### config.mk
export PLATFORM = sky130hd
export DESIGN_NAME = fdau_frame_builder
export DESIGN_NICKNAME = d
export VERILOG_FILES = /design/src/rtl/fdau_pkg.sv /design/src/rtl/fdau_bank_ctrl.sv /design/src/rtl/fdau_frame_builder.sv
export SDC_FILE = /design/constraint.sdc
export NUM_CORES = 1
export LEC_CHECK = 0
export CORE_ASPECT_RATIO = 0.5
export CORE_MARGIN = 2
export CORE_UTILIZATION = 45
export CTS_CLUSTER_DIAMETER = 30
export DETAILED_ROUTE_END_ITERATION = 12
export GPL_ROUTABILITY_DRIVEN = 0
export PLACE_DENSITY = 0.78
export SLEW_MARGIN = 10
export SYNTH_ARGS = -nofsm -noshare
export SYNTH_HDL_FRONTEND = slang
export SYNTH_SLANG_ARGS = --single-unit
### constraint.sdc
create_clock -name clock -period 4.39 [get_ports clock]
set_input_delay 0.878 -clock clock [delete_from_list [all_inputs] [get_ports clock]]
set_output_delay 0.878 -clock clock [all_outputs]
set_load 0.1 [all_outputs]
### src/rtl/fdau_pkg.sv
// ============================================================================
// fdau_pkg - shared state encoding, header tag and frame-length helpers
// Rev 1.0
// ============================================================================
`default_nettype none

package fdau_pkg;

    typedef enum logic [2:0] {
        ST_IDLE     = 3'd0,
        ST_HEADER   = 3'd1,
        ST_ADC_WAIT = 3'd2,
        ST_ADC_REL  = 3'd3,
        ST_AUX      = 3'd4,
        ST_DIG_ADDR = 3'd5,
        ST_DIG_WR   = 3'd6,
        ST_DONE     = 3'd7
    } fdau_state_t;

    localparam logic [3:0] c_HDR_TAG = 4'hA;

    function automatic int unsigned frame_len(input int unsigned n_adc, input int unsigned n_aux,
                                              input int unsigned n_dig, input int unsigned dig_depth);
        return 1 + n_adc + n_aux + n_dig * dig_depth;
    endfunction

    function automatic bit frame_fits(input int unsigned len, input int unsigned aw);
        return len <= (32'd1 << (aw - 1));
    endfunction

endpackage

`default_nettype wire

### src/rtl/fdau_bank_ctrl.sv
// ============================================================================
// fdau_bank_ctrl - ping-pong bank ownership, release and overrun tracking
// Rev 1.0
// ============================================================================
`default_nettype none

module fdau_bank_ctrl (
    input  logic clock,
    input  logic reset_n,
    input  logic i_done,
    input  logic i_rd_done,
    input  logic i_rd_bank,
    output logic o_wr_bank,
    output logic o_overrun
);

    logic [1:0] r_busy;
    logic       r_wr_bank;
    logic       r_overrun;
    logic [1:0] w_busy_next;
    logic       w_other_free;

    // A release in the same clock as frame completion is visible to the flip decision.
    always_comb begin
        w_busy_next = r_busy;
        if (i_rd_done) begin
            w_busy_next[i_rd_bank] = 1'b0;
        end
        w_other_free = ~w_busy_next[~r_wr_bank];
        if (i_done) begin
            w_busy_next[r_wr_bank] = 1'b1;
        end
    end

    always_ff @(posedge clock or negedge reset_n) begin
        if (!reset_n) begin
            r_busy    <= 2'b00;
            r_wr_bank <= 1'b0;
            r_overrun <= 1'b0;
        end else begin
            r_busy <= w_busy_next;
            if (i_done) begin
                if (w_other_free) begin
                    r_wr_bank <= ~r_wr_bank;
                end else begin
                    r_overrun <= 1'b1;
                end
            end
        end
    end

    assign o_wr_bank = r_wr_bank;
    assign o_overrun = r_overrun;

endmodule

`default_nettype wire

### src/rtl/fdau_frame_builder.sv
// ============================================================================
// fdau_frame_builder - assembles header/ADC/aux/digital frames into a ping-pong RAM
// Rev 1.0
// ============================================================================
`default_nettype none

module fdau_frame_builder
    import fdau_pkg::*;
#(
    parameter int unsigned N_ADC     = 64,
    parameter int unsigned N_AUX     = 3,
    parameter int unsigned N_DIG     = 6,
    parameter int unsigned DIG_DEPTH = 32,
    parameter int unsigned AW        = 10,
    parameter logic [3:0]  HDR_TAG   = c_HDR_TAG,
    localparam int unsigned DAW      = $clog2(DIG_DEPTH),
    localparam int unsigned AUX_W    = (N_AUX > 0) ? 16 * N_AUX : 16
) (
    input  logic             clock,
    input  logic             reset_n,
    input  logic             sec,
    input  logic             sample_rdy,
    input  logic [15:0]      adc_sample,
    input  logic [AUX_W-1:0] aux_data,
    output logic [3:0]       dig_ch,
    output logic [DAW-1:0]   dig_rdaddr,
    input  logic [15:0]      dig_data,
    output logic             ram_wren,
    output logic [AW-1:0]    ram_wraddr,
    output logic [15:0]      ram_data,
    input  logic             rd_done,
    input  logic             rd_bank,
    output logic             frame_rdy,
    output logic             frame_bank,
    output logic [11:0]      frame_seq,
    output logic             overrun,
    output logic             frame_err
);

    localparam int unsigned OW        = AW - 1;
    localparam int unsigned FRAME_LEN = frame_len(N_ADC, N_AUX, N_DIG, DIG_DEPTH);
    localparam int unsigned N_AUX_EFF = AUX_W / 16;
    localparam logic [7:0]     c_ADC_CNT   = 8'(N_ADC);
    localparam logic [3:0]     c_AUX_LAST  = 4'((N_AUX > 0) ? N_AUX - 1 : 0);
    localparam logic [3:0]     c_CH_LAST   = 4'(N_DIG - 1);
    localparam logic [DAW-1:0] c_ADDR_LAST = DAW'(DIG_DEPTH - 1);
    localparam fdau_state_t    c_AFTER_ADC = (N_AUX > 0) ? ST_AUX : ST_DIG_ADDR;

    if (!frame_fits(FRAME_LEN, AW)) begin : g_len_check
        $error("fdau_frame_builder: FRAME_LEN does not fit in one RAM bank");
    end

    fdau_state_t   r_state;
    logic [OW-1:0] r_off;
    logic [7:0]    r_adc_cnt;
    logic [3:0]    r_aux_idx;
    logic [11:0]   r_seq;
    logic          w_wr_bank;
    logic          w_done;
    logic [15:0]   w_aux_word;

    // An abort in DONE must not commit the frame to the bank controller.
    assign w_done = (r_state == ST_DONE) && !sec;

    always_comb begin
        w_aux_word = 16'h0000;
        for (int k = 0; k < N_AUX_EFF; k++) begin
            if (r_aux_idx == k[3:0]) begin
                w_aux_word = aux_data[16*k +: 16];
            end
        end
    end

    fdau_bank_ctrl u_bank_ctrl (
        .clock     (clock),
        .reset_n   (reset_n),
        .i_done    (w_done),
        .i_rd_done (rd_done),
        .i_rd_bank (rd_bank),
        .o_wr_bank (w_wr_bank),
        .o_overrun (overrun)
    );

    always_ff @(posedge clock or negedge reset_n) begin
        if (!reset_n) begin
            r_state    <= ST_IDLE;
            r_off      <= '0;
            r_adc_cnt  <= 8'd0;
            r_aux_idx  <= 4'd0;
            r_seq      <= 12'd0;
            dig_ch     <= 4'd0;
            dig_rdaddr <= '0;
            ram_wren   <= 1'b0;
            ram_wraddr <= '0;
            ram_data   <= 16'h0000;
            frame_rdy  <= 1'b0;
            frame_bank <= 1'b0;
            frame_seq  <= 12'd0;
            frame_err  <= 1'b0;
        end else begin
            ram_wren  <= 1'b0;
            frame_rdy <= 1'b0;
            frame_err <= 1'b0;
            if (sec && (r_state != ST_IDLE)) begin
                frame_err <= 1'b1;
                r_state   <= ST_HEADER;
            end else begin
                case (r_state)
                    ST_IDLE: begin
                        if (sec) begin
                            r_state <= ST_HEADER;
                        end
                    end
                    ST_HEADER: begin
                        ram_wren   <= 1'b1;
                        ram_wraddr <= {w_wr_bank, {OW{1'b0}}};
                        ram_data   <= {HDR_TAG, r_seq};
                        r_off      <= OW'(1);
                        r_adc_cnt  <= 8'd0;
                        r_aux_idx  <= 4'd0;
                        dig_ch     <= 4'd0;
                        dig_rdaddr <= '0;
                        r_state    <= ST_ADC_WAIT;
                    end
                    ST_ADC_WAIT: begin
                        if (sample_rdy) begin
                            ram_wren   <= 1'b1;
                            ram_wraddr <= {w_wr_bank, r_off};
                            ram_data   <= adc_sample;
                            r_off      <= r_off + 1'b1;
                            r_adc_cnt  <= r_adc_cnt + 8'd1;
                            r_state    <= ST_ADC_REL;
                        end
                    end
                    ST_ADC_REL: begin
                        if (!sample_rdy) begin
                            r_state <= (r_adc_cnt == c_ADC_CNT) ? c_AFTER_ADC : ST_ADC_WAIT;
                        end
                    end
                    ST_AUX: begin
                        ram_wren   <= 1'b1;
                        ram_wraddr <= {w_wr_bank, r_off};
                        ram_data   <= w_aux_word;
                        r_off      <= r_off + 1'b1;
                        r_aux_idx  <= r_aux_idx + 4'd1;
                        if (r_aux_idx == c_AUX_LAST) begin
                            r_state <= ST_DIG_ADDR;
                        end
                    end
                    ST_DIG_ADDR: begin
                        r_state <= ST_DIG_WR;
                    end
                    ST_DIG_WR: begin
                        ram_wren   <= 1'b1;
                        ram_wraddr <= {w_wr_bank, r_off};
                        ram_data   <= dig_data;
                        r_off      <= r_off + 1'b1;
                        if (dig_rdaddr == c_ADDR_LAST) begin
                            dig_rdaddr <= '0;
                            if (dig_ch == c_CH_LAST) begin
                                r_state <= ST_DONE;
                            end else begin
                                dig_ch  <= dig_ch + 4'd1;
                                r_state <= ST_DIG_ADDR;
                            end
                        end else begin
                            dig_rdaddr <= dig_rdaddr + 1'b1;
                            r_state    <= ST_DIG_ADDR;
                        end
                    end
                    ST_DONE: begin
                        frame_rdy  <= 1'b1;
                        frame_bank <= w_wr_bank;
                        frame_seq  <= r_seq;
                        r_seq      <= r_seq + 12'd1;
                        r_state    <= ST_IDLE;
                    end
                    default: begin
                        r_state <= ST_IDLE;
                    end
                endcase
            end
        end
    end

endmodule

`default_nettype wire

==> impl_results.md, run 1 <==
- Hold path depth: 2
- #FFs+latches synth: 91
- Max-slew violation count: 0
- Total Routing Usage GR: 23.4%
- Area taken by multi-input logic gates: 0.00242 sq mm
- Clock latency on the worst-skew pair: 0.34 ns
- Fin crit share: 68.3%
- Final setup fails: 0
- Ports: 138
- Slowest cell on the critical path: clkdlybuf4s50_1
- Via density: 5.67
- CP delay by family, top: buffers and inverters
- Fin Setup TNS: 0 ns
- Placed inst area: 0.00635 sq mm
- Worst rel slew slack: 22.9%
- Max IR drop VDD: 0.229 mV
- TritonRoute pass-1 iters: 4
- Setup crit start kind: input port
- Status: completed
- Vias: 4463
- Largest net degree at the start of global routing: 68
- Synth Net Count: 618
- DRC: 0
- Worst min path class: reg2reg
- Crit-path max FO: 19
- Initial Util: 47.1%
- Core area: 0.0104 sq mm
- Post-synth ARST share: 100%
- Nets@finish: 740
- Area Overhead vs Synth: 35.9%
- Dominant synthesized flop cell: dfrtp_1
- Die width: 151 um
- Die height: 77.7 um
- Max_cap viols: 0
- Post-route cell area: 0.00665 sq mm
- Filler cells: 873
- CTS tree: done
- Clock Tree Buf Depth: 2
- # port buffers: 137
- Post-Synthesis Cells: 520
- Final ANT Viol Nets: 0
- Wire per inst: 17.1 um
- DRT iter0 DRCs: 305
- Root Buffer: clkbuf_16
- Post-synth EDFFs: 0
- Power Dens Cells: 346 mW/mm^2
- FF-to-FF setup slack: 1.72 ns
- Crit path depth: 7
- Crit path DAT: 3.23 ns
- Worst path cell trace: clkdlybuf4s50_1 > nand4b_2 > clkinv_1 > buf_4 > and3_1 > nand4_1 > xnor2_1
- Clock Sinks: 91
- Crit. End Element: flop
- Core Rows: 26
- Clock transition at path regs: 0.07 ns
- Hold buffers post-CTS: 0
- Post-route minimum period: 3.00 ns
- Antenna violations before repair: 0
- Post-Syn Area: 0.00489 sq mm
- Least-Margin Pin Slew: 1.15 ns
- Register area share after synthesis: 46.5%
- Routed WL: 13400 um
- Postcts setup bufs: 0
- Crit-path max cell delay: 0.70 ns
- Post-cts sizing count: 0
- DP Wirelength: 9750 um
- Launch point of the worst reg-to-reg path: r_state[2]
- Layout cells sized above 1: 5.41%
- Endpoints failing hold: 0
- Synth Area per Inst: 9.41 sq um
- CP endpoint: r_seq[6]
- CP Buf/Inv Count: 3
- Post-synth cell types: 58
- RSZ-0062 raised after global routing: no
- F_max: 334 MHz
- Die ar.: 0.0118 sq mm
- Critical path data required time: 4.62 ns
- First-pass GRT wire length: 21500 um
- YS warnings: 0
- FF-to-FF path depth: 6
- Crit path from: sec
- Num CTS Buffers: 9
- CTS H-Tree Depth: 3
- Reg2reg end: r_seq[6]
- Critical path type: in2reg
- Gr ovfl total: 0
- Register Area: 0.00228 sq mm
- Leak Pwr: 2.76 nW
- WHS: 0.475 ns
- Clk_skew: 0.00732 ns
- Vias in the first global route: 4369
- Inserted Diodes: 0
worst min-delay path by stage:
stage	startpoint	end
after floorplan	r_off[8]	ram_wraddr[8]
after global placement	frame_seq[9]	frame_seq[9]
after detailed placement	u_bank_ctrl.o_overrun	u_bank_ctrl.o_overrun
after CTS	u_bank_ctrl.o_overrun	u_bank_ctrl.o_overrun
after global routing	frame_seq[1]	frame_seq[1]
final	frame_seq[9]	frame_seq[9]
cells in the final DEF (no fill, tap or decap), types with 2 or more instances in the layout:
cell type        netlist  final
or3_1                  8      8
nand3_1               11     11
o22a_1                 3      3
ha_1                  12     12
o31ai_1                5      5
clkinv_1               2      2
xor2_1                 8      8
mux2_2                 3      3
a21o_1                 3      3
and4_1                 2      2
o22ai_1                4      4
a221o_1               11     11
nor3_1                16     16
nor4b_4                2      2
clkinv_4               0      2
mux2i_1                5      5
o21a_1                 3      3
nand2b_1              16     16
clkdlybuf4s50_1        0    136
o211ai_1              13     13
or4_1                  5      5
nor3b_1                2      2
and3_1                 3      3
nor2_1                35     35
and2_1                 4      4
nor2b_1                2      2
o21ai_0               33     33
a2bb2oi_1              2      2
clkbuf_16              0      9
nand2_1               82     82
dfrtp_1               91     91
nand3b_1               2      2
a22o_1                 6      6
buf_4                  1      8
a21oi_1               18     18
a221oi_1              15     15
a211oi_1              12     12
inv_1                 11     11
nand4_1                9      9
xnor2_1               10     10
tightest hold or removal path, stage by stage, from the launching register on:
cell,delay (ns)
dfrtp_1,0.34
nand2_1,0.05
nand2_1,0.05
kinds of logic after synthesis:
| kind of cell | synth area share, % |
|---|---|
| buf+inv | 3.89 |
| fa+ha+maj | 3.07 |
| mux | 1.71 |
| compound gates | 19.6 |
| flops | 46.5 |
| simple gates | 21.9 |
| xor+xnor | 3.22 |
layout make-up:
| class | count | area share, % |
|---|---|---|
| Clock inverter | 6 | 1.09 |
| Clock buffer | 10 | 3.44 |
| Sequential cell | 91 | 34.2 |
| Tap cell | 140 | 2.63 |
| Multi-Input combinational cell | 383 | 36.5 |
| Inverter | 13 | 0.734 |
| Timing Repair Buffer | 144 | 21.4 |
sequential cells by signal, summed over array words and instances, names as in the netlist, 2 cells and up:
signal / cells
ram_data: 16
frame_seq: 12
r_seq: 12
ram_wraddr: 10
r_off: 9
r_adc_cnt: 8
dig_rdaddr: 5
dig_ch: 4
r_aux_idx: 4
r_state: 3
u_bank_ctrl.r_busy: 2
stage by stage:
stage | cells | setup WS (ns) | power, W | utilization, %
6_report | 787 | 1.39 | 0.00230 | 64.1
5_1_grt | 787 | 1.25 | 0.00238 | 64.1
4_1_cts | 787 | 1.43 | 0.00231 | 64.1
3_5_place_dp | 771 | 1.07 | 0.00152 | 61.2
3_3_place_gp | 771 | 1.13 | 0.00152 | 61.2
2_1_floorplan | 520 | 2.06 | 0.00131 | -
where the power goes:
group          switching, W  internal (W)
registers         0.0000352      0.000881
logic              0.000408      0.000183
clock network      0.000344      0.000449
total              0.000788       0.00151
routing by layer:
layer  part of all wire, %  global-route usage, %  routed length, um
met2                    50                   40.0               6680
met5                     0                      0                  0
met3                   3.3                   4.41                449
met1                    45                   30.3               6030
met4                   2.0                   6.92                267
synth_stat cells (2+ instances only):
library cell   n  area, sq um
a211oi_1      12         90.1
a21o_1         3         22.5
a21oi_1       18         90.1
a221o_1       11          110
a221oi_1      15          131
a22o_1         6         52.6
a2bb2oi_1      2         17.5
and2_1         4         25.0
and3_1         3         18.8
and4_1         2         17.5
buf_1          4         15.0
buf_2         11         55.1
clkbuf_1      17         63.8
clkinv_1       2         7.51
dfrtp_1       91         2280
ha_1          12          150
inv_1         11         41.3
mux2_2         3         33.8
mux2i_1        5         50.1
nand2_1       82          308
nand2b_1      16          100
nand3_1       11         55.1
nand3b_1       2         15.0
nand4_1        9         56.3
nor2_1        35          131
nor2b_1        2         12.5
nor3_1        16         80.1
nor3b_1        2         15.0
nor4b_4        2         47.6
o211ai_1      13         97.6
o21a_1         3         22.5
o21ai_0       33          165
o22a_1         3         26.3
o22ai_1        4         25.0
o31ai_1        5         37.5
or3_1          8         50.1
or4_1          5         37.5
xnor2_1       10         87.6
xor2_1         8         70.1
Note: power is estimated with default switching activity, not from simulation.
==> inputs of run 2 (changes only) <==
--- a/config.mk
+++ b/config.mk
@@ -7,11 +7,11 @@
 export LEC_CHECK = 0
 export CORE_ASPECT_RATIO = 0.5
 export CORE_MARGIN = 2
-export CORE_UTILIZATION = 45
+export CORE_UTILIZATION = 44
 export CTS_CLUSTER_DIAMETER = 30
 export DETAILED_ROUTE_END_ITERATION = 12
 export GPL_ROUTABILITY_DRIVEN = 0
-export PLACE_DENSITY = 0.78
+export PLACE_DENSITY = 0.79
 export SLEW_MARGIN = 10
 export SYNTH_ARGS = -nofsm -noshare
 export SYNTH_HDL_FRONTEND = slang
==> constraint.sdc (replaced) <==
create_clock -name clock -period 2.74 [get_ports clock]
set_input_delay 0.548 -clock clock [delete_from_list [all_inputs] [get_ports clock]]
set_output_delay 0.548 -clock clock [all_outputs]
set_load 0.1 [all_outputs]
==> impl_results.md, run 2 (synthesized netlist as in run 1, its figures left out) <==
- Status: completed
- Clock Sinks: 91 (unchanged)
- Clk_skew: 0.00419 ns (-0.00312 ns)
- Vias in the first global route: 4422 (+1.2%)
- Clock latency on the worst-skew pair: 0.35 ns (about the same)
- Max-slew violation count: 0 (unchanged)
- Crit-path max FO: 11 (-8)
- TritonRoute pass-1 iters: 4 (unchanged)
- Crit path DAT: 2.53 ns (-0.70 ns)
- Filler cells: 921 (+5.5%)
- Clock transition at path regs: 0.07 ns (about the same)
- DRT iter0 DRCs: 316 (+3.6%)
- Clock Tree Buf Depth: 2 (unchanged)
- Final ANT Viol Nets: 0 (unchanged)
- Root Buffer: clkbuf_16
- Final Non-Filler Cells: 806 (+2.4%)
- Die width: 153 um (+1.1%)
- DRC: 0 (unchanged)
- Most frequent cells in the layout: dfrtp_1 (91), clkdlybuf4s50_1 (84), nand2_1 (82), buf_4 (72), nor2_1 (35)
- Vias: 4519 (+1.3%)
- Via density: 5.61 (-1.1%)
- Final setup fails: 0 (unchanged)
- Endpoints failing hold: 0 (unchanged)
- Die height: 78.6 um (+1.1%)
- Ports: 138 (unchanged)
- Largest net degree at the start of global routing: 48 (-29%)
- Commonest non-fill, non-tap cell in the layout: dfrtp_1
- Gr ovfl total: 0 (unchanged)
- Fin crit share: 82.4%
- Max IR drop VDD: 0.322 mV (+41%)
- WHS: 0.216 ns (-0.260 ns)
- Wire per inst: 16.9 um (-0.74%)
- CTS tree: done
- Hold buffers post-CTS: 0 (unchanged)
- Power Dens Cells: 541 mW/mm^2 (+56%)
- FF-to-FF path depth: 4 (-2)
- Fin Setup TNS: 0 ns (unchanged)
- Postcts setup bufs: 0 (unchanged)
- Area Overhead vs Synth: 35.5%
- RSZ-0062 raised after global routing: no
- Critical path type: in2reg
- Nets@finish: 754 (+1.9%)
- Post-route minimum period: 2.26 ns
- DP Cell Count: 790 (+2.5%)
- Initial Util: 44.8% (-2.3 points)
- Core Rows: 27 (+3.8%)
- Max_cap viols: 0 (unchanged)
- Routed WL: 13700 um (+1.7%)
- Die ar.: 0.0120 sq mm (+2.2%)
- Worst min path class: in2async
- Layout cells sized above 1: 15.4% (+10 points)
- First-pass GRT wire length: 22200 um (+3.1%)
- Num CTS Buffers: 9 (unchanged)
- # port buffers: 137 (unchanged)
- Largest Register: ram_data
- DP Wirelength: 10200 um (+4.2%)
- CTS H-Tree Depth: 3 (unchanged)
- Crit. End Element: flop
- Critical path data required time: 3.01 ns (-1.61 ns)
- Regs by FF count: ram_data (16), frame_seq (12), r_seq (12)
- F_max: 443 MHz
- Leak Pwr: 2.92 nW (+5.5%)
- Least-Margin Pin Slew: 0.752 ns (-0.400 ns)
- Max FFs per register: 16 (unchanged)
- Post-cts sizing count: 0 (unchanged)
- Setup crit start kind: input port
- Core area: 0.0109 sq mm (+5.1%)
- Inserted Diodes: 0 (unchanged)
- Antenna violations before repair: 0 (unchanged)
- Worst rel slew slack: 49.9% (+27 points)
- Total Routing Usage GR: 22.9% (-0.44 points)
run 2: changes by cell type in the layout (fill, tap and decap cells not counted), sizes merged:
cell | previous run | this run
buf | 8 | 74
bufinv | 1 | 0
clkbuf | 10 | 9
clkdlybuf4s50 | 136 | 84
clkinv | 5 | 6
clkinvlp | 0 | 1
run 2: metal layers:
metal	global-route usage [%]	routed length, um	vias up
li1	-	-	2157
met1	30.1	6100	2259
met2	39.5	6870	82
met3	4.09	446	21
met4	6.39	238	0
met5	0	0	-
run 2: layout make-up:
| cell class | count | area [sq um] | area share (%) |
|---|---|---|---|
| Clock inverter | 7 | 52.6 | 0.792 |
| Inverter | 13 | 48.8 | 0.736 |
| Tap cell | 145 | 181 | 2.74 |
| Clock buffer | 9 | 225 | 3.40 |
| Multi-Input combinational cell | 383 | 2420 | 36.6 |
| Sequential cell | 91 | 2280 | 34.3 |
| Timing Repair Buffer | 158 | 1420 | 21.4 |
run 2: final timing paths:
path	startpoint	to	slack, ns
min in group clock	frame_seq[5]	frame_seq[5]	0.48
hold reg to reg	frame_seq[5]	frame_seq[5]	0.48
max in group asynchronous	reset_n	ram_data[1]	1.86
hold / removal	reset_n	r_off[1]	0.22
setup / recovery	sec	r_adc_cnt[7]	0.48
setup reg to reg	r_state[2]	r_state[1]	0.55
run 2: per-stage QoR:
stage | power, W | util, % | cell area (sq um) | setup slack (ns)
6_report | 0.00359 | 60.8 | 6630 | 0.483
5_1_grt | 0.00372 | 60.8 | 6630 | 0.323
4_1_cts | 0.00361 | 60.8 | 6630 | 0.517
3_5_place_dp | 0.00245 | 58.2 | 6350 | 0.133
3_3_place_gp | 0.00243 | 58.2 | 6350 | 0.189
2_1_floorplan | 0.00210 | - | 4890 | 0.410
run 2: critical path, cell delays in order:
cell and delay, ns:
clkdlybuf4s50_1 0.65, nor2_1 0.33, o21ai_0 0.29, or4_1 0.56, a21oi_1 0.15
run 2: report_power, final:
part           internal (W)  total, W  switching [W]
clock network      0.000621   0.00117       0.000549
logic              0.000291  0.000945       0.000655
registers           0.00141   0.00147      0.0000630
total               0.00232   0.00359        0.00127
==> inputs of run 3 (changes only) <==
--- a/config.mk
+++ b/config.mk
@@ -7,11 +7,11 @@
 export LEC_CHECK = 0
 export CORE_ASPECT_RATIO = 0.5
 export CORE_MARGIN = 2
-export CORE_UTILIZATION = 44
+export CORE_UTILIZATION = 45
 export CTS_CLUSTER_DIAMETER = 30
 export DETAILED_ROUTE_END_ITERATION = 12
 export GPL_ROUTABILITY_DRIVEN = 0
-export PLACE_DENSITY = 0.79
+export PLACE_DENSITY = 0.78
 export SLEW_MARGIN = 10
 export SYNTH_ARGS = -nofsm -noshare
 export SYNTH_HDL_FRONTEND = slang
==> constraint.sdc (replaced) <==
create_clock -name clock -period 2.2 [get_ports clock]
set_input_delay 0.44 -clock clock [delete_from_list [all_inputs] [get_ports clock]]
set_output_delay 0.44 -clock clock [all_outputs]
set_load 0.1 [all_outputs]
==> impl_results.md, run 3 (synthesized netlist as in run 1, its figures left out) <==
- Slowest cell on the critical path: or3b_2
- Most frequent cells in the layout: dfrtp_1 (89), buf_4 (88), clkdlybuf4s50_1 (84), nand2_1 (82), nor2_1 (35)
- Critical path type: reg2reg
- Post-cts sizing count: 0 (unchanged)
- Largest Register: ram_data
- Antenna violations before repair: 0 (unchanged)
- Net Switching: 0.00159 W (+26%)
- RSZ-0062 raised after global routing: no
- Final setup fails: 0 (unchanged)
- Net Sw Frac: 32.8% (-2.5 points)
- Num CTS Buffers: 9 (unchanged)
- Core area: 0.0104 sq mm (-4.9%)
- Worst rel slew slack: 67.2% (+17 points)
- Fin Setup TNS: 0 ns (unchanged)
- Max_cap viols: 0 (unchanged)
- Reg2reg end: ram_data[14]
- Vias in the first global route: 4557 (+3.1%)
- Clock Tree Buf Depth: 2 (unchanged)
- FF-to-FF path depth: 6 (+2)
- Die width: 151 um (-1.1%)
- Tot Pwr: 0.00486 W (+35%)
- Total Routing Usage GR: 24.9% (+1.9 points)
- Least-Margin Pin Slew: 0.492 ns (-0.260 ns)
- Clock transition at path regs: 0.07 ns (about the same)
- Ports: 138 (unchanged)
- Crit path DAT: 2.30 ns (-0.23 ns)
- Core Rows: 26 (-3.7%)
- Vias: 4636 (+2.6%)
- Status: completed
- Power Dens Cells: 709 mW/mm^2 (+31%)
- Clk_skew: 0.00827 ns (+0.00408 ns)
- Wire per inst: 17.2 um (+1.3%)
- Endpoints failing hold: 0 (unchanged)
- Regs by FF count: ram_data (16), frame_seq (12), r_seq (12)
- CTS H-Tree Depth: 3 (unchanged)
- Worst path cell trace: inv_1 > ha_1 > or3b_2 > o21ai_0 > o22ai_1 > a22o_1
- Inserted Diodes: 0 (unchanged)
- Crit-path max cell delay: 0.63 ns (-0.02 ns)
- Clock latency on the worst-skew pair: 0.35 ns (about the same)
- DP Wirelength: 10300 um (+1.8%)
- Initial Util: 47.1% (+2.3 points)
- Critical path data required time: 2.43 ns (-0.58 ns)
- Area Overhead vs Synth: 40.2%
- FF-to-FF setup slack: 0.13 ns (-0.42 ns)
- # port buffers: 137 (unchanged)
- CTS tree: done
- Clock share of power: 37.2% (+4.6 points)
- Leak Pwr: 3.04 nW (+4.4%)
- Routed WL: 14100 um (+2.9%)
- Post-route cell area: 0.00686 sq mm (+3.4%)
- Root Buffer: clkbuf_16
- Worst min path class: in2async
- First-pass GRT wire length: 22800 um (+2.8%)
- Logic gate share of total power: 25.1% (-1.2 points)
- Crit. End Element: flop
- Hold buffers post-CTS: 0 (unchanged)
- Gr ovfl total: 0 (unchanged)
- Final ANT Viol Nets: 0 (unchanged)
- Reg power frac: 37.7% (-3.4 points)
- Setup crit start kind: flop
- Setup slack after placement: -0.102 ns (-0.235 ns)
- Postcts setup bufs: 0 (unchanged)
- Max-slew violation count: 0 (unchanged)
- Crit-path max FO: 16 (+5)
- Die ar.: 0.0118 sq mm (-2.1%)
- Layout cells sized above 1: 18.0% (+2.5 points)
- Largest net degree at the start of global routing: 47 (-2.1%)
- Post-route minimum period: 2.07 ns
- Clock Sinks: 91 (unchanged)
- Fin crit share: 94.2%
- Nets@finish: 772 (+2.4%)
- Max FFs per register: 16 (unchanged)
- DRT iter0 DRCs: 382 (+21%)
- Commonest non-fill, non-tap cell in the layout: dfrtp_1
- F_max: 483 MHz
- Final worst setup slack: 0.128 ns (-0.354 ns)
- Die height: 77.7 um (-1.1%)
- Launch point of the worst reg-to-reg path: r_aux_idx[0]
- TritonRoute pass-1 iters: 5 (+1)
- Max IR drop VDD: 0.476 mV (+48%)
- Via density: 5.66 (+0.96%)
- Placed inst area: 0.00651 sq mm (+2.5%)
- DRC: 0 (unchanged)
- Pint: 0.00327 W (+41%)
run 3: metal layers:
| layer | global-route usage, % | vias to the layer above | share of wire [%] | routed length (um) |
|---|---|---|---|---|
| met1 | 32.7 | 2253 | 43 | 6030 |
| met5 | 0 | - | 0 | 0 |
| li1 | - | 2207 | - | - |
| met4 | 9.25 | 0 | 2.6 | 363 |
| met2 | 40.7 | 142 | 49 | 6950 |
| met3 | 5.18 | 34 | 5.0 | 707 |
run 3: final cells by class:
| class | count | area (sq um) |
|---|---|---|
| repair buffers | 176 | 1580 |
| clock inverters | 7 | 121 |
| multi-input cells | 383 | 2420 |
| clock buffers | 9 | 225 |
| flip-flops and latches | 91 | 2280 |
| well taps | 140 | 175 |
| inverters | 13 | 48.8 |
| fillers | 869 | 3520 |
run 3: how the worst max path moves through the flow:
stage	depth (start not counted)	from	slack (ns)	end
2_1_floorplan	5	dig_rdaddr[2]	0.04	dig_ch[1]
3_3_place_gp	6	sec	-0.05	r_adc_cnt[7]
3_5_place_dp	6	sec	-0.10	r_adc_cnt[7]
4_1_cts	6	r_aux_idx[0]	0.19	ram_data[14]
5_1_grt	6	r_aux_idx[0]	0.01	ram_data[14]
6_report	6	r_aux_idx[0]	0.13	ram_data[14]
run 3: through the flow:
stage               hold WS (ns)  instances  util, %
finish                    0.0487        819     66.1
global route              0.0839        819     66.1
CTS                       0.0635        819     66.1
detailed placement         0.438        803     62.7
global placement           0.431        803     62.7
floorplan                  0.144        520        -
run 3: power groups by stage:
stage / Combinational, W / Clock [W] / Sequential [W]
2_1_floorplan: 0.000244 / 0 / 0.00237
3_3_place_gp: 0.00120 / 0 / 0.00186
3_5_place_dp: 0.00122 / 0 / 0.00186
4_1_cts: 0.00122 / 0.00184 / 0.00183
5_1_grt: 0.00127 / 0.00191 / 0.00184
6_report: 0.00122 / 0.00181 / 0.00183
run 3: critical path: cells and delay by family, from the launching register on:
family | cells | cell delay, ns
AO/OA/AOI/OAI | 3 | 0.56
adder cells (fa/ha/maj) | 1 | 0.20
flip-flops | 1 | 0.44
buffers and inverters | 1 | 0.12
AND/OR/NAND/NOR | 1 | 0.63
==> patch (settings of run 3) <==
One comparison of `r_adc_cnt` changes from == to >=.
--- a/src/rtl/fdau_frame_builder.sv
+++ b/src/rtl/fdau_frame_builder.sv
@@ -134,7 +134,7 @@
                     end
                     ST_ADC_REL: begin
                         if (!sample_rdy) begin
-                            r_state <= (r_adc_cnt == c_ADC_CNT) ? c_AFTER_ADC : ST_ADC_WAIT;
+                            r_state <= (r_adc_cnt >= c_ADC_CNT) ? c_AFTER_ADC : ST_ADC_WAIT;
                         end
                     end
                     ST_AUX: begin
Formal check against the unedited RTL: no difference found for any inputs over 10 cycles, from zero or initial values and one cycle with reset_n low; that may be too few to reach the edited logic, so the function may still have changed.
==> patch against run 3 <==
Worst setup slack better by 0.090 ns. Design area fell by 0.26%. Sequential cell count is the same. Routed wire length fell by 2.3%. Core utilization fell by 3.2 points. Global-route usage is 1.5 points lower. Area after synthesis increased by 1.5%. Combinational power is 6% higher. Power about the same. Largest power group unchanged.
==> patch: results (changes against run 3) <==
| Metric | Value |
|---|---|
| Post-Synthesis Net Count | 650 (+5.2%) |
| Routed WL per cell | 16.3 um (-5.2%) |
| Non-clk buf share | 0.222 (-0.00819) |
| Outcome | complete, no violations |
| Filler cell count | 919 (+5.8%) |
| Minimum setup slack after placement | -0.152 ns (-0.0495 ns) |
| Via count of the first global-routing pass | 4,373 (-4.0%) |
| Pin count of the biggest net entering global routing | 38 (-19%) |
| Tot GR Track Use | 0.234 (-0.0148) |
| Fraction of the mapped netlist area in adder cells | 0.0277 (-0.00297) |
| Post-route fraction of the period consumed by the critical path | 0.901 (-0.0408) |
| Detailed Route Iter0 Violations | 287 (-25%) |
| Setup slack on the worst flop-to-flop path | 0.25 ns (+0.12 ns) |
| Post-placement cell area | 6500 um^2 (about the same) |
| Final clock-cell share | 0.0490 (-0.00152) |
| Post-synthesis cell count | 553 (+6.3%) |
| Reg-to-reg endpoint | dig_ch[2] |
| Total half-perimeter wirelength after legalization and detailed placement | 10.1 mm (-1.9%) |
| Number of cells on the worst reg-to-reg path | 7 (+1) |
| Worst hold slack | 0.0334 ns (-0.0153 ns) |
| Critical path peak fanout | 17 (+1) |
| Total placed cells including tap cells | 828 (+3.1%) |
| WP data arrival | 2.21 ns (-0.09 ns) |
| Leading cell types by count after synthesis | 107 x sky130_fd_sc_hd__nand2_1, 91 x sky130_fd_sc_hd__dfrtp_1, 50 x sky130_fd_sc_hd__nor2_1 |
| Multi-input combinational gate total | 413 (+7.8%) |
| Non-CTS inverters | 11 (-2) |
| Number of vias in the routed layout | 4,620 (-0.35%) |
| Worst reg2reg path startpoint | dig_rdaddr[0] |
[patch: cell count changes after synthesis, moves of 5 or more]
cell	delta
sky130_fd_sc_hd__a21oi_1	+11
sky130_fd_sc_hd__a221o_1	-11
sky130_fd_sc_hd__a221oi_1	-15
sky130_fd_sc_hd__a2bb2oi_1	+12
sky130_fd_sc_hd__a31oi_1	+5
sky130_fd_sc_hd__nand2_1	+25
sky130_fd_sc_hd__nand2b_1	-12
sky130_fd_sc_hd__nand3_1	+7
sky130_fd_sc_hd__nor2_1	+15
sky130_fd_sc_hd__o21ai_0	-8
sky130_fd_sc_hd__o2bb2ai_1	+14
sky130_fd_sc_hd__or4_1	-5
[patch: power by group]
part           internal [mW]  switching [mW]
logic                  0.403           0.886
registers               1.76          0.0826
clock network           1.04           0.687
[patch: layer usage]
metal / up-vias / part of all wire / track usage
li1: 2242 / - / -
met1: 2238 / 0.44 / 0.311
met2: 111 / 0.48 / 0.384
met3: 29 / 0.041 / 0.0480
met4: 0 / 0.031 / 0.0861
met5: - / 0 / 0
